`src/rtl/mfa_pkg.sv`:
```
// Shared definitions for the MFA matrix datapath.
// Contents: walk-sequencer FSM state enum and stream FIFO sizing constants.
package mfa_pkg;

    localparam int unsigned STREAM_FIFO_DEPTH = 4;
    // Wide enough to hold 0..STREAM_FIFO_DEPTH inclusive.
    localparam int unsigned STREAM_CNT_W      = $clog2(STREAM_FIFO_DEPTH + 1);
    localparam int unsigned STREAM_IDX_W      = $clog2(STREAM_FIFO_DEPTH);

    typedef enum logic [1:0] {
        IDLE  = 2'd0,
        RUN   = 2'd1,
        DRAIN = 2'd2
    } state_t;

endpackage

```
`src/rtl/mat_stream_fifo.sv`:
```
// Small synchronous shift-style FIFO for the read streamer.
// Entry 0 is always the head, so head_data/head_valid come straight from registers.
// Ports:
//   clk, rst         clock, asynchronous active-high reset
//   push, push_data  write one entry (caller guarantees space)
//   pop              remove head entry (ignored when empty)
//   head_data        current head entry
//   head_valid       FIFO holds at least one entry
//   count            number of stored entries (0..STREAM_FIFO_DEPTH)
module mat_stream_fifo
    import mfa_pkg::*;
#(
    parameter int unsigned WIDTH = 10
) (
    input  logic                    clk,
    input  logic                    rst,
    input  logic                    push,
    input  logic [WIDTH-1:0]        push_data,
    input  logic                    pop,
    output logic [WIDTH-1:0]        head_data,
    output logic                    head_valid,
    output logic [STREAM_CNT_W-1:0] count
);

    logic [WIDTH-1:0]        mem [STREAM_FIFO_DEPTH];
    logic                    do_pop;
    logic                    do_push;
    logic [STREAM_IDX_W-1:0] widx;
    logic [STREAM_CNT_W-1:0] count_n;

    assign do_pop  = pop && (count != '0);
    assign do_push = push && ((count != STREAM_CNT_W'(STREAM_FIFO_DEPTH)) || do_pop);
    // A simultaneous pop shifts everything down, so the free slot moves down by one.
    assign widx    = do_pop ? STREAM_IDX_W'(count - STREAM_CNT_W'(1)) : STREAM_IDX_W'(count);
    assign head_data = mem[0];

    // Occupancy update; push and pop together leave it unchanged.
    always_comb begin
        count_n = count;
        if (do_push && !do_pop) begin
            count_n = count + STREAM_CNT_W'(1);
        end else if (do_pop && !do_push) begin
            count_n = count - STREAM_CNT_W'(1);
        end
    end

    // Storage, count and head-valid registers.
    always_ff @(posedge clk or posedge rst) begin
        if (rst) begin
            for (int i = 0; i < int'(STREAM_FIFO_DEPTH); i++) begin
                mem[i] <= '0;
            end
            count      <= '0;
            head_valid <= 1'b0;
        end else begin
            if (do_pop) begin
                for (int i = 0; i < int'(STREAM_FIFO_DEPTH) - 1; i++) begin
                    mem[i] <= mem[i+1];
                end
            end
            if (do_push) begin
                mem[widx] <= push_data;
            end
            count      <= count_n;
            head_valid <= (count_n != '0);
        end
    end

endmodule

```
`src/rtl/mat_rd_streamer.sv`:
```
// Matrix RAM read sequencer: walks a row-major sub-matrix, drives the RAM read
// address, hides the 2-cycle registered-read latency and emits a valid/ready
// stream with end-of-row / end-of-matrix tags.
// Ports:
//   CLK, RST                 clock, asynchronous active-high reset
//   start                    launch a walk (sampled only in IDLE)
//   base_addr, stride        address of element (0,0) and row pitch
//   n_rows, n_cols           walk dimensions
//   rd_addr / ram_q          RAM read address out, RAM read data in
//   out_data, out_valid      streamed element
//   out_ready                consumer accept
//   out_last_col, out_last   element ends its row / ends the matrix
//   busy                     high outside IDLE
//   done                     one-cycle pulse once the walk is fully drained
module mat_rd_streamer
    import mfa_pkg::*;
#(
    parameter int unsigned ADDR_LEN = 6,
    parameter int unsigned DATA_LEN = 8,
    parameter int unsigned DIM_LEN  = 4
) (
    input  logic                CLK,
    input  logic                RST,
    input  logic                start,
    input  logic [ADDR_LEN+1:0] base_addr,
    input  logic [ADDR_LEN+1:0] stride,
    input  logic [DIM_LEN-1:0]  n_rows,
    input  logic [DIM_LEN-1:0]  n_cols,
    output logic [ADDR_LEN+1:0] rd_addr,
    input  logic [DATA_LEN-1:0] ram_q,
    output logic [DATA_LEN-1:0] out_data,
    output logic                out_valid,
    input  logic                out_ready,
    output logic                out_last_col,
    output logic                out_last,
    output logic                busy,
    output logic                done
);

    localparam int unsigned AW = ADDR_LEN + 2;
    localparam int unsigned FW = DATA_LEN + 2;
    localparam int unsigned CW = STREAM_CNT_W + 1;

    state_t                  state_q, state_n;
    logic [AW-1:0]           row_base_q, row_base_n, stride_q, rd_addr_n;
    logic [DIM_LEN-1:0]      col_q, col_n, row_q, row_n, cols_m1_q, rows_m1_q;
    logic [AW-1:0]           cur_base, cur_stride;
    logic [DIM_LEN-1:0]      cur_col, cur_row, cur_cols_m1, cur_rows_m1;
    logic                    is_last_col, is_last, dims_zero;
    logic                    issue, load, busy_n, done_n;
    logic                    iss_q, iss_lc_q, iss_last_q;
    logic                    vld1_q, vld1_lc_q, vld1_last_q;
    logic                    pop, credit_ok;
    logic [STREAM_CNT_W-1:0] fifo_count;
    logic [FW-1:0]           head;
    logic [CW-1:0]           in_use;

    assign pop       = out_valid & out_ready;
    // Reads in the RAM pipe already own a FIFO slot; a same-cycle pop is not credited.
    assign in_use    = CW'(fifo_count) + CW'(iss_q) + CW'(vld1_q);
    assign credit_ok = in_use < CW'(STREAM_FIFO_DEPTH);
    assign dims_zero = (n_rows == '0) || (n_cols == '0);

    // Walk position: live inputs for the first issue out of IDLE, latched copies after.
    always_comb begin
        cur_base    = row_base_q;
        cur_stride  = stride_q;
        cur_col     = col_q;
        cur_row     = row_q;
        cur_cols_m1 = cols_m1_q;
        cur_rows_m1 = rows_m1_q;
        if (state_q == IDLE) begin
            cur_base    = base_addr;
            cur_stride  = stride;
            cur_col     = '0;
            cur_row     = '0;
            cur_cols_m1 = n_cols - DIM_LEN'(1);
            cur_rows_m1 = n_rows - DIM_LEN'(1);
        end
    end

    assign is_last_col = (cur_col == cur_cols_m1);
    assign is_last     = is_last_col && (cur_row == cur_rows_m1);

    // Next-state, issue decision and next values of registered outputs.
    always_comb begin
        state_n    = state_q;
        issue      = 1'b0;
        load       = 1'b0;
        busy_n     = busy;
        done_n     = 1'b0;
        col_n      = col_q;
        row_n      = row_q;
        row_base_n = row_base_q;
        rd_addr_n  = rd_addr;
        unique case (state_q)
            IDLE: begin
                if (start) begin
                    if (dims_zero) begin
                        done_n = 1'b1;
                    end else begin
                        // Pipe and FIFO are empty in IDLE, so credit is always available.
                        load    = 1'b1;
                        issue   = 1'b1;
                        busy_n  = 1'b1;
                        state_n = is_last ? DRAIN : RUN;
                    end
                end
            end
            RUN: begin
                if (credit_ok) begin
                    issue = 1'b1;
                    if (is_last) begin
                        state_n = DRAIN;
                    end
                end
            end
            DRAIN: begin
                // Finish on the edge that empties the FIFO with nothing left in the RAM pipe.
                if (!iss_q && !vld1_q &&
                    ((fifo_count == '0) || ((fifo_count == STREAM_CNT_W'(1)) && pop))) begin
                    done_n  = 1'b1;
                    busy_n  = 1'b0;
                    state_n = IDLE;
                end
            end
            default: state_n = IDLE;
        endcase
        if (issue) begin
            rd_addr_n = cur_base + AW'(cur_col);
            if (is_last_col) begin
                col_n      = '0;
                row_n      = cur_row + DIM_LEN'(1);
                row_base_n = cur_base + cur_stride;
            end else begin
                col_n      = cur_col + DIM_LEN'(1);
                row_n      = cur_row;
                row_base_n = cur_base;
            end
        end
    end

    // FSM state register.
    always_ff @(posedge CLK or posedge RST) begin
        if (RST) begin
            state_q <= IDLE;
        end else begin
            state_q <= state_n;
        end
    end

    // Counters, latched walk parameters, outputs and the tag pipe matching RAM latency.
    always_ff @(posedge CLK or posedge RST) begin
        if (RST) begin
            rd_addr     <= '0;
            busy        <= 1'b0;
            done        <= 1'b0;
            row_base_q  <= '0;
            stride_q    <= '0;
            col_q       <= '0;
            row_q       <= '0;
            cols_m1_q   <= '0;
            rows_m1_q   <= '0;
            iss_q       <= 1'b0;
            iss_lc_q    <= 1'b0;
            iss_last_q  <= 1'b0;
            vld1_q      <= 1'b0;
            vld1_lc_q   <= 1'b0;
            vld1_last_q <= 1'b0;
        end else begin
            rd_addr    <= rd_addr_n;
            busy       <= busy_n;
            done       <= done_n;
            row_base_q <= row_base_n;
            col_q      <= col_n;
            row_q      <= row_n;
            if (load) begin
                stride_q  <= stride;
                cols_m1_q <= cur_cols_m1;
                rows_m1_q <= cur_rows_m1;
            end
            iss_q       <= issue;
            iss_lc_q    <= issue & is_last_col;
            iss_last_q  <= issue & is_last;
            vld1_q      <= iss_q;
            vld1_lc_q   <= iss_lc_q;
            vld1_last_q <= iss_last_q;
        end
    end

    mat_stream_fifo #(
        .WIDTH(FW)
    ) u_fifo (
        .clk       (CLK),
        .rst       (RST),
        .push      (vld1_q),
        .push_data ({vld1_last_q, vld1_lc_q, ram_q}),
        .pop       (pop),
        .head_data (head),
        .head_valid(out_valid),
        .count     (fifo_count)
    );

    assign {out_last, out_last_col, out_data} = head;

endmodule

```
`config.mk`:
```
export PLATFORM = sky130hd
export DESIGN_NAME = mat_rd_streamer
export DESIGN_NICKNAME = d
export VERILOG_FILES = /design/src/rtl/mfa_pkg.sv /design/src/rtl/mat_stream_fifo.sv /design/src/rtl/mat_rd_streamer.sv
export SDC_FILE = /design/constraint.sdc
export NUM_CORES = 1
export LEC_CHECK = 0
export BUFFER_PORTS_ARGS = -buffer_cell sky130_fd_sc_hd__buf_2
export CAP_MARGIN = 25
export CORE_ASPECT_RATIO = 1.4
export CORE_UTILIZATION = 50
export CTS_BUF_LIST = sky130_fd_sc_hd__clkbuf_16
export CTS_CLUSTER_SIZE = 12
export DETAILED_ROUTE_END_ITERATION = 10
export PLACE_DENSITY = 0.68
export SYNTH_ARGS = -nofsm -noshare
export SYNTH_HDL_FRONTEND = slang
export SYNTH_SLANG_ARGS = --single-unit
```
`constraint.sdc`:
```
create_clock -name CLK -period 3.3 [get_ports CLK]
set_clock_uncertainty 0.15 [all_clocks]
set_input_delay 0.33 -clock CLK [delete_from_list [all_inputs] [get_ports CLK]]
set_output_delay 0.33 -clock CLK [all_outputs]
set_load 0.1 [all_outputs]
```
; ---- Word-level counts from Yosys, hierarchy flattened
; Index checks and enable logic that the tools add are counted.
[word_totals]
ff_bits = 94
input_bits = 36
[op_classes]
n_addsub = 10
order_cmp = 3
n_eq_ne = 11
n_mux = 37
n_bitwise = 4
n_reduce_logical = 25
[op_table]
columns = cell, count
row1 = $bwmux 40, 1
row2 = $mux 40, 1
row3 = $mux 30, 1
row4 = $mux 4, 6
row5 = $mux 8, 3
row6 = $demux 10 s2, 1
row7 = $mux 2, 7
row8 = $mux 1, 10
row9 = $mux 10, 1
row10 = $ne 2x2->1 const B, 5
row11 = $logic_and 1x1->1, 9
row12 = $add 4x1->4 const B, 2
row13 = $add 8x4->8, 1
row14 = $add 8x8->8, 1
row15 = $eq 4x4->1, 2
row16 = $logic_not 4->1, 2
row17 = $sub 4x1->4 const B, 2
row18 = $mux 3, 2
row19 = $pmux 1 s2, 3
row20 = $pmux 2 s3, 1
row21 = $reduce_bool 3->1, 2
row22 = $reduce_and 5->1, 1
row23 = $add 3x1->4, 1
row24 = $add 4x1->4, 1
row25 = other kinds (17), 24

; ---- Depth between registers and ports, before layout
; Gate-level depths: netlist (run 1).
[logic_depth]
word_depth = 10
mapped_depth = 14
mapped_depth_nobuf = 12

; ---- By module
; A second synthesis (run 1) with hierarchy kept.
[hier_totals]
hier_cells = 553
area_unflattened_um2 = 5383.9
[modules_own_cells]
columns = module, n_inst, cells_each, area_per_inst_um2, seq_area_each_um2
row1 = mat_rd_streamer, 1, 350, 3000.4, 1251.2
row2 = mat_stream_fifo, 1, 203, 2383.5, 1101.1

; ---- Worst setup path before layout (run 1)
; No wires, ideal clock.
[synth_path]
path_type = register to register
startpoint = reg state_q[1]
endpoint = reg row_base_q[6]
setup_time_ns = 0.128
arrival_time_ns = 2.698
setup_slack_ns = 0.324
path_stages_with_launch = 15
n_path_buf = 3
synth_period_minus_slack_ns = 2.976
cell_sequence = dfrtp_1 or2_0 buf_2 clkbuf_1 clkbuf_1 nand2_1 nand2_1 ha_1 fa_1 a21o_1 a21oi_1 o21bai_1 a21oi_1 xor2_1 o21ai_0
[synth_between]
elab_chain_len = 4
elab_cells_between_ends = 10
classes_between = add/sub (1) / eq/ne (2) / mux (6) / reduce/logical (1)
[synth_rtl]
columns = item, line_no
row1 = from (decl), mat_rd_streamer.sv:44  ; state_t state_q, state_n;
row2 = from (signal assigned), mat_rd_streamer.sv:148  ; state_q <= state_n;
row3 = $logic_not 2->1, "mat_rd_streamer.sv:72, mat_rd_streamer.sv:96"
row4 = $mux 8 or $mux 4 (tied branches), mat_rd_streamer.sv:72  ; if (state_q == IDLE) begin
row5 = $add 8x8->8 or $eq 4x4->1 (tied branches), "mat_rd_streamer.sv:134, mat_rd_streamer.sv:82"
row6 = $mux 8, mat_rd_streamer.sv:131  ; if (is_last_col) begin
row7 = to (signal assigned), mat_rd_streamer.sv:174  ; row_base_q <= row_base_n;
row8 = to (decl), mat_rd_streamer.sv:45  ; logic [AW-1:0] row_base_q, row_base_n, stride_q, rd_addr_n;
; Several ways; a longest one is shown, not always the timed one.
; A chain may end at the register's enable or synchronous reset.

; ---- Worst setup path in the final report (run 1)
; Same ends and word-level chain as after synthesis.

==> results of run 1 <==
routing by layer:
metal	GRT usage, %	up-vias	routed length [um]
met5	0	-	0
met4	9.06	0	223
li1	-	1887	-
met1	25.5	1786	4320
met2	39.6	67	5730
met3	3.54	13	290
worst paths after layout:
| kind | from | endpoint | slack, ns | depth (start not counted) |
|---|---|---|---|---|
| max in group asynchronous | RST | u_fifo.head_data[1] | 2.04 | 4 |
| max reg2reg | state_q[1] | row_base_q[6] | 0.31 | 11 |
| min in group asynchronous | RST | rows_m1_q[2] | 0.40 | 3 |
| max | state_q[1] | row_base_q[6] | 0.31 | 11 |
| min reg2reg | iss_lc_q | vld1_lc_q | 0.20 | 0 |
| min | n_rows[0] | rows_m1_q[0] | 0.04 | 2 |
final cells by class:
class                           instances  area share [%]
Tap cell                              135            2.92
Clock buffer                            9            3.89
Multi-Input combinational cell        382            42.9
Timing Repair Buffer                   72            7.40
Clock inverter                          7            1.08
Inverter                               17            1.12
Sequential cell                        94            40.7
logic make-up after synthesis:
group	count (synthesis)	synth area share [%]
AND/OR/NAND/NOR	173	15.4
adder cells (fa/ha/maj)	23	6.00
AO/OA/AOI/OAI	104	11.7
flip-flops	94	46.6
multiplexers	53	11.0
buffers and inverters	47	4.24
XOR/XNOR	29	5.03
worst reg2reg max path, stage by stage, from the launching register on:
cell,delay (ns)
dfrtp_1,0.44
or2_0,0.46
nand2_1,0.15
nand2_1,0.10
ha_1,0.25
fa_1,0.42
a21o_1,0.18
a21oi_1,0.21
o21bai_1,0.09
a21oi_1,0.19
xor2_1,0.15
o21ai_0,0.08
Yosys cell counts (3+ instances only):
master and n:
nor2b_1 5, a31oi_1 3, nand3_1 8, nor3_1 5, mux2_2 20, xnor2_1 14, xor2_1 15, nor4_1 5
nand2_1 106, and2_1 6, buf_2 6, buf_4 8, o21ai_0 55, a21o_1 5, nand2b_1 4, clkbuf_1 15
ha_1 21, dfrtp_1 94, nor2_1 21, a21oi_1 24, inv_1 14, mux2i_1 33
power groups by stage:
stage               sequential [mW]  clock, mW  combinational, mW
floorplan                      2.29          0               2.49
global placement               1.98          0               3.40
detailed placement             2.01          0               3.48
CTS                            1.99       1.04               3.50
global route                   2.05       1.08               3.84
finish                         1.99       1.02               3.49
==> results.json, run 1 <==
{
  "max_freq_mhz": 335,
  "area_growth_pct": 14.6,
  "combPwrFrac_pct": 53.8,
  "fin_util_pct": 58.8,
  "synth_largest_area_cell": "dfrtp_1",
  "hpwl_mm": 7.67,
  "htreeDepth": 3,
  "final_cell_mix": "nand2_1 (106), dfrtp_1 (94), buf_2 (56)",
  "hp-class": "in -> reg",
  "post-place-ws_ns": 0.343,
  "multi_input_area_mm2": 0.00248,
  "grt_pass1_vias": 3796,
  "cp_data_required_time_ns": 3.38,
  "cts-root-buf": "clkbuf_16",
  "drt-initial-drc-count": 189,
  "worst_slew_pin_slew_ns": 0.620,
  "design_area_mm2": 0.00579,
  "cp_cell_sequence": "or2_0 -> nand2_1 -> nand2_1 -> ha_1 -> fa_1 -> a21o_1 -> a21oi_1 -> o21bai_1 -> a21oi_1 -> xor2_1 -> o21ai_0",
  "grtUsageTotal_pct": 22.0,
  "worst_slack_ns": 0.315,
  "drive_gt1_share_pct": 19.8,
  "grt_max_degree": 36,
  "synth_edf_count": 0,
  "die-area_mm2": 0.0105,
  "setup_violations": 0,
  "path_class": "reg -> reg",
  "status": "finished, final reports clean",
  "yosys_warnings": 0,
  "core_area_mm2": 0.00985,
  "sw_frac_of_total_pct": 47.5,
  "slew_headroom_pct": 58.6,
  "p_switching_mw": 3.09,
  "path_clk_slew_ns": 0.07,
  "power_density_mw_per_mm2": 1120,
  "grt-ovfl-total": 0,
  "syn_avg_cell_area_um2": 9.66,
  "hold_viol": 0,
  "wl_per_cell_um": 14.8,
  "cts_tree": "yes",
  "fillers": 876,
  "post_cts_resized": 0,
  "die_w_um": 86.9,
  "antennaDiodeCount": 0,
  "cpPeakStageDelay_ns": 0.46,
  "tns_ns": 0,
  "drv_cap": 0,
  "maxSlewViolCount": 0,
  "post-route-period-util_pct": 90.5,
  "rows": 43,
  "p_int_mw": 3.41,
  "syn_inst": 523,
  "p_clk_share_pct": 15.7,
  "clockBufferDepth": 2,
  "fin_crit_ns": 2.99,
  "final_common_cell": "nand2_1",
  "num_vias": 3753,
  "dr.pass1.iters": 4,
  "critPathBufInv": 0,
  "cp-end-kind": "flop",
  "cp-start-kind": "flop",
  "wirelength_mm": 10.6,
  "final_cells": 716,
  "grt_pass1_wl_mm": 17.7,
  "pin_count": 57,
  "portBuffers": 56,
  "cts_buffers": 9,
  "cp_max_fo": 10,
  "synth-main-ff-cell": "dfrtp_1",
  "holdWs_ns": 0.0413,
  "place_area_mm2": 0.00549,
  "critPathArrivalTime_ns": 3.06,
  "pwr-share-seq_pct": 30.6,
  "async_flop_share_pct": 100,
  "insertion_delay_ns": 0.35,
  "ys_seq_area_share_pct": 46.6,
  "synthDistinctLibCells": 47,
  "cts.sinks": 94,
  "nets": 635,
  "drc": 0,
  "p_leak_nw": 2.79,
  "synth_top_cell_area_share_pct": 46.6,
  "syn_nets": 582,
  "dp_cells": 699,
  "die_y_um": 121,
  "via_per_inst": 5.24,
  "postRouteAntennaNets": 0,
  "synthTopCellsByArea": "dfrtp_1 (47%), nand2_1 (7.9%), mux2i_1 (6.5%)",
  "hold_buffers": 1,
  "ys_seq_elements": 94,
  "peakVddDrop_uv": 615,
  "slowest_stage": "or2_0",
  "rsz0062_at_grt": "no",
  "initial_core_util_pct": 51.3,
  "finalPower_mw": 6.49,
  "cp_top_family": "compound AO/OA/AOI/OAI gates",
  "post_cts_buffers": 0,
  "seqCellArea_mm2": 0.00235,
  "antenna_found_initial": 0,
  "gp_routability_congestion": 0.918,
  "syn_area_mm2": 0.00505
}
No activity file was read; power rests on OpenSTA's default activity.
==> inputs of run 2 (changes only) <==
--- a/config.mk
+++ b/config.mk
@@ -5,6 +5,7 @@
 export SDC_FILE = /design/constraint.sdc
 export NUM_CORES = 1
 export LEC_CHECK = 0
+export ABC_AREA = 1
 export BUFFER_PORTS_ARGS = -buffer_cell sky130_fd_sc_hd__buf_2
 export CAP_MARGIN = 25
 export CORE_ASPECT_RATIO = 1.4
@@ -12,7 +13,7 @@
 export CTS_BUF_LIST = sky130_fd_sc_hd__clkbuf_16
 export CTS_CLUSTER_SIZE = 12
 export DETAILED_ROUTE_END_ITERATION = 10
-export PLACE_DENSITY = 0.68
+export PLACE_DENSITY = 0.67
 export SYNTH_ARGS = -nofsm -noshare
 export SYNTH_HDL_FRONTEND = slang
 export SYNTH_SLANG_ARGS = --single-unit
==> results.json, run 2 <==
{
  "ys_seq_elements": 94,
  "maxSlewViolCount": 0,
  "slew_headroom_pct": 55.5,
  "cts.sinks": 94,
  "cp-start-kind": "flop",
  "rsz0062_at_grt": "no",
  "reg2reg_depth": 12,
  "rows": 44,
  "drc": 0,
  "peakVddDrop_uv": 508,
  "place_area_mm2": 0.00578,
  "synth-main-ff-cell": "dfrtp_1",
  "reg2reg_to": "row_base_q[4]",
  "hp-class": "in -> reg",
  "regToRegStartpoint": "state_q[0]",
  "reg2reg_slack_ns": 0.48,
  "insertion_delay_ns": 0.34,
  "worst_slew_pin_slew_ns": 0.666,
  "synth_compound_area_share_pct": 10.6,
  "post-route-period-util_pct": 85.5,
  "synthDistinctLibCells": 33,
  "cts_buffers": 9,
  "core_area_mm2": 0.0105,
  "finalPower_mw": 6.96,
  "die_y_um": 126,
  "worstHoldStart": "n_cols[0]",
  "nets": 817,
  "cp_data_required_time_ns": 3.38,
  "gp_routability_congestion": 0.832,
  "via_per_inst": 5.21,
  "antennaDiodeCount": 0,
  "postRouteAntennaNets": 0,
  "power_density_mw_per_mm2": 1140,
  "hpwl_mm": 8.06,
  "synth_top_cell_area_share_pct": 42.9,
  "syn_area_mm2": 0.00548,
  "cts-root-buf": "clkbuf_16",
  "portBuffers": 56,
  "htreeDepth": 3,
  "synth_largest_area_cell": "dfrtp_1",
  "min_delay_path_depth": 2,
  "p_leak_nw": 3.23,
  "hold_viol": 0,
  "setup_violations": 0,
  "synth-xor-area-share_pct": 2.85,
  "grt_max_degree": 59,
  "drt-initial-drc-count": 236,
  "final_cell_mix": "nand2_1 (214), dfrtp_1 (94), inv_1 (81)",
  "wirelength_mm": 11.6,
  "grt-ovfl-total": 0,
  "drv_cap": 0,
  "max_freq_mhz": 354,
  "synthAdderAreaFrac_pct": 5.52,
  "async_flop_share_pct": 100,
  "syn_inst": 719,
  "path_clk_slew_ns": 0.07,
  "synthTopCellsByCount": "nand2_1 (214), dfrtp_1 (94), inv_1 (81), nand3_1 (61), nor2_1 (53)",
  "fillers": 976,
  "num_vias": 4695,
  "grt_pass1_wl_mm": 20.4,
  "path_class": "reg -> reg",
  "clockBufferDepth": 2,
  "yosys_warnings": 0,
  "cts_tree": "yes",
  "tns_ns": 0,
  "post_cts_resized": 0,
  "drive_gt1_share_pct": 14.4,
  "synthSimpleGateAreaFrac_pct": 27.8,
  "design_area_mm2": 0.00612,
  "grt_pass1_vias": 4494,
  "pin_count": 57,
  "final_common_cell": "nand2_1",
  "syn_avg_cell_area_um2": 7.63,
  "cp-end-kind": "flop",
  "synth_top_family_by_area": "simple AND/OR/NAND/NOR gates",
  "wl_per_cell_um": 12.9,
  "synth_edf_count": 0,
  "cp_max_fo": 31,
  "status": "finished, final reports clean",
  "grtUsageTotal_pct": 22.0,
  "synthTopCellsByArea": "dfrtp_1 (43%), nand2_1 (15%), nand3_1 (5.6%)",
  "initial_core_util_pct": 52.2,
  "fin_crit_ns": 2.82,
  "dr.pass1.iters": 8,
  "holdPathEnd": "cols_m1_q[0]",
  "die_w_um": 90.5,
  "synth.most_common_cell": "nand2_1",
  "syn_nets": 778,
  "die-area_mm2": 0.0114,
  "ys_seq_area_share_pct": 42.9,
  "antenna_found_initial": 0,
  "muxShareOfSynthArea_pct": 0,
  "critPathArrivalTime_ns": 2.90,
  "area_growth_pct": 11.5
}
[run 2: cell types whose count changed in the layout (fill, tap and decap cells not counted), moves of 15 or more]
cell / previous run / this run
o21ai_1: 1 / 16
mux2_2: 20 / 0
a31oi_1: 3 / 32
a21oi_1: 24 / 7
inv_1: 13 / 81
nand2_1: 106 / 214
mux2i_1: 33 / 0
nor2_1: 21 / 53
nand3_1: 8 / 61
[run 2: area by class of cell]
cell class	count	area [um^2]	share of cell area (%)
multi-input combinational	499	2570	42.0
sequential	94	2350	38.5
timing repair buffer	66	370	6.06
inverter	88	332	5.42
clock buffer	9	225	3.68
clock inverter	7	96.3	1.58
tap	138	173	2.82
[run 2: per-stage QoR]
stage	std cells	setup WS, ns	hold WS, ns	util, %
final	901	0.479	0.0470	58.2
after global routing	901	0.289	0.0619	58.2
after CTS	901	0.490	0.0378	58.2
after detailed placement	884	0.497	0.186	55.0
after global placement	884	0.604	0.184	55.0
after floorplan	719	0.371	0.181	-
[run 2: logic make-up (layout without fill, tap and decap cells)]
logic type | count (synthesis) | after routing
AO/OA/AOI/OAI | 105 | 105
XOR/XNOR | 17 | 17
adder cells (fa/ha/maj) | 23 | 23
buffers and inverters | 126 | 170
flip-flops | 94 | 94
AND/OR/NAND/NOR | 354 | 354
[run 2: power by group]
part	internal, mW	switching (mW)	leakage (nW)
clock network	0.667	0.455	0.154
logic	1.14	2.73	1.91
registers	1.67	0.293	1.17
total	3.48	3.48	3.23
[run 2: how the worst max path moves through the flow]
| stage | startpoint | to | slack [ns] | cells after the start |
|---|---|---|---|---|
| 2_1_floorplan | RST | async pin | 0.37 | 1 |
| 3_3_place_gp | state_q[0] | row_base_q[4] | 0.60 | 12 |
| 3_5_place_dp | state_q[0] | row_base_q[4] | 0.50 | 12 |
| 4_1_cts | state_q[0] | row_base_q[4] | 0.49 | 12 |
| 5_1_grt | state_q[0] | row_base_q[7] | 0.29 | 17 |
| 6_report | state_q[0] | row_base_q[4] | 0.48 | 12 |
[run 2: routing by layer]
layer,global-route usage [%],part of all wire [%],up-vias
met2,39.5,51,99
li1,-,-,2359
met4,6.55,1.4,0
met5,0,0,-
met3,3.26,3.3,13
met1,27.2,44,2224
[run 2: what timing repair did]
| item | in CTS | in global routing |
|---|---|---|
| hold endpoints to repair | 36 | 0 |
| hold buffers | 1 | 0 |
| setup buffers | 0 | 0 |
| setup endpoints to repair | 0 | 0 |
[run 2: worst max-delay path, cell delays in order, from the launching register on]
cell and delay, ns:
dfrtp_1 0.44, inv_2 0.12, nand2_4 0.20, or2_2 0.35, o21ai_0 0.12, inv_1 0.11, ha_1 0.24, fa_1 0.44
a31oi_1 0.19, xor2_1 0.16, nand2_1 0.07, nand3_1 0.08, nand2_1 0.05
==> inputs of run 3 (changes only) <==
--- a/config.mk
+++ b/config.mk
@@ -9,11 +9,12 @@
 export BUFFER_PORTS_ARGS = -buffer_cell sky130_fd_sc_hd__buf_2
 export CAP_MARGIN = 25
 export CORE_ASPECT_RATIO = 1.4
-export CORE_UTILIZATION = 50
+export CORE_UTILIZATION = 31
 export CTS_BUF_LIST = sky130_fd_sc_hd__clkbuf_16
 export CTS_CLUSTER_SIZE = 12
 export DETAILED_ROUTE_END_ITERATION = 10
-export PLACE_DENSITY = 0.67
+export PLACE_DENSITY = 0.45
 export SYNTH_ARGS = -nofsm -noshare
 export SYNTH_HDL_FRONTEND = slang
+export SYNTH_HIERARCHICAL = 1
 export SYNTH_SLANG_ARGS = --single-unit
==> results.json, run 3 <==
{
  "synthTopCellsByArea": "dfrtp_1 (41%), nand2_1 (19%), nand4_1 (4.9%)",
  "fin_util_pct": 35.5,
  "syn_avg_cell_area_um2": 7.68,
  "worst_slack_ns": 0.716,
  "async_flop_share_pct": 100,
  "use_met3_pct": 2.83,
  "seqCellArea_mm2": 0.00235,
  "synthDistinctLibCells": 38,
  "cp_max_fo": 14,
  "grt.busiest_layer": "met2",
  "synth_compound_area_share_pct": 7.77,
  "htreeDepth": 3,
  "via_per_inst": 4.69,
  "worst_slew_pin_slew_ns": 0.732,
  "cts-root-buf": "clkbuf_16",
  "post_cts_resized": 0,
  "path_clk_slew_ns": 0.07,
  "synth_largest_area_cell": "dfrtp_1",
  "setup_violations": 0,
  "syn_area_mm2": 0.00578,
  "synthTopCellsByCount": "nand2_1 (296), dfrtp_1 (94), inv_1 (63), nand4_1 (45), o21ai_0 (40)",
  "nets": 849,
  "yosys_warnings": 6,
  "cp-start-kind": "flop",
  "path_class": "reg -> reg",
  "initial_core_util_pct": 31.9,
  "drive_gt1_share_pct": 15.7,
  "peakVddDrop_uv": 333,
  "cts_buffers": 9,
  "p_leak_nw": 3.41,
  "muxShareOfSynthArea_pct": 0,
  "fin_crit_ns": 2.58,
  "synth-main-ff-cell": "dfrtp_1",
  "grtUsageTotal_pct": 15.3,
  "hpwl_mm": 9.91,
  "final_common_cell": "nand2_1",
  "ys_seq_area_share_pct": 40.7,
  "core_area_mm2": 0.0181,
  "hold_viol": 0,
  "num_vias": 4854,
  "rsz0062_at_grt": "no",
  "multi_input_area_mm2": 0.00284,
  "wl_per_cell_um": 13.4,
  "grt_use_met2_pct": 27.2,
  "cp_data_required_time_ns": 3.37,
  "antennaDiodeCount": 0,
  "grt_max_degree": 45,
  "grt_pass1_wl_mm": 23.7,
  "area_growth_pct": 11.4,
  "status": "finished, final reports clean",
  "drv_cap": 0,
  "pin_count": 57,
  "cts.sinks": 94,
  "synth_top_cell_area_share_pct": 40.7,
  "synth-xor-area-share_pct": 2.88,
  "die_y_um": 164,
  "post_cts_buffers": 0,
  "die-area_mm2": 0.0192,
  "post-place-ws_ns": 0.685,
  "fillers": 1907,
  "grt-ovfl-total": 0,
  "drt-initial-drc-count": 311,
  "tns_ns": 0,
  "ys_seq_elements": 94,
  "synthSimpleGateAreaFrac_pct": 33.5,
  "clockBufferDepth": 2,
  "insertion_delay_ns": 0.34,
  "drc": 0,
  "grtUsageMet1_pct": 18.5,
  "syn_inst": 753,
  "max_freq_mhz": 387,
  "power_density_mw_per_mm2": 1090,
  "rows": 58,
  "reg2reg_slack_ns": 0.72,
  "antenna_found_initial": 0,
  "gp_routability_congestion": 0.818,
  "die_w_um": 117,
  "final_cell_mix": "nand2_1 (296), dfrtp_1 (94), inv_1 (61)",
  "finalPower_mw": 7.03,
  "hp-class": "in -> reg",
  "syn_nets": 811,
  "synth.most_common_cell": "nand2_1",
  "postRouteAntennaNets": 0,
  "dr.pass1.iters": 5,
  "cts_tree": "yes",
  "synthAdderAreaFrac_pct": 5.02,
  "wirelength_mm": 13.9,
  "grt_pass1_vias": 4786,
  "post-route-period-util_pct": 78.3,
  "slew_headroom_pct": 51.2,
  "cp-end-kind": "flop",
  "maxSlewViolCount": 0,
  "critPathArrivalTime_ns": 2.65,
  "synth_top_family_by_area": "simple AND/OR/NAND/NOR gates",
  "portBuffers": 56,
  "synth_edf_count": 0
}
==> run 3: cell count changes after synthesis, sizes merged, moves of 10 or more <==
cell,delta
a31oi,-31
buf,+13
inv,-17
nand2,+87
nand3,-26
nand4,+38
nor2,-24
o21ai,-10
==> run 3: where the power goes <==
part	internal [mW]	total (mW)	switching (mW)	leakage, nW
combinational	1.16	4.09	2.93	2.08
sequential	1.62	1.90	0.283	1.20
clock	0.581	1.04	0.464	0.133
==> run 3: timing repair <==
item                       in CTS  in global routing
setup endpoints to repair       0                  0
hold buffers                    1                  0
hold endpoints to repair       10                  0
==> run 3: stage by stage <==
| stage | instances | instance area (um^2) | hold WS [ns] |
|---|---|---|---|
| floorplan | 753 | 5780 | 0.181 |
| global placement | 1018 | 6120 | 0.182 |
| detailed placement | 1018 | 6120 | 0.186 |
| CTS | 1035 | 6420 | 0.0564 |
| global route | 1036 | 6440 | 0.0821 |
| finish | 1036 | 6440 | 0.0678 |
==> run 3: kinds of logic after synthesis <==
logic type | Yosys count
flops | 94
simple gates | 431
compound gates | 74
fa+ha+maj | 22
buf+inv | 113
xor+xnor | 19
==> run 3: final timing paths <==
| kind | cells after the start | endpoint | start |
|---|---|---|---|
| min reg2reg | 0 | vld1_lc_q | iss_lc_q |
| min | 2 | rows_m1_q[0] | n_rows[0] |
| max reg2reg | 11 | rd_addr[6] | state_q[0] |
| max in group asynchronous | 4 | stride_q[5] | RST |
| min in group asynchronous | 3 | u_fifo/mem[17] | RST |
| max | 11 | rd_addr[6] | state_q[0] |
==> run 3: layer usage <==
| metal | up-vias | routed length (um) |
|---|---|---|
| met5 | - | 0 |
| li1 | 2475 | - |
| met2 | 129 | 7030 |
| met3 | 15 | 625 |
| met1 | 2235 | 5960 |
| met4 | 0 | 231 |
==> run 3: worst max-delay path, stage by stage, from the launching register on <==
cell,delay (ns)
dfrtp_1,0.43
nor2_4,0.36
nand2_1,0.09
nand2_1,0.12
ha_1,0.18
inv_1,0.05
fa_1,0.40
o21ai_0,0.23
nand2_1,0.10
nor2_1,0.12
xor2_1,0.16
o21ai_1,0.07
==> run 3: layout make-up <==
cell class	instances	area share, %
clock inverters	7	1.01
inverters	71	4.14
well taps	240	4.66
repair buffers	69	6.10
flip-flops and latches	94	36.5
clock buffers	9	3.49
multi-input cells	546	44.1
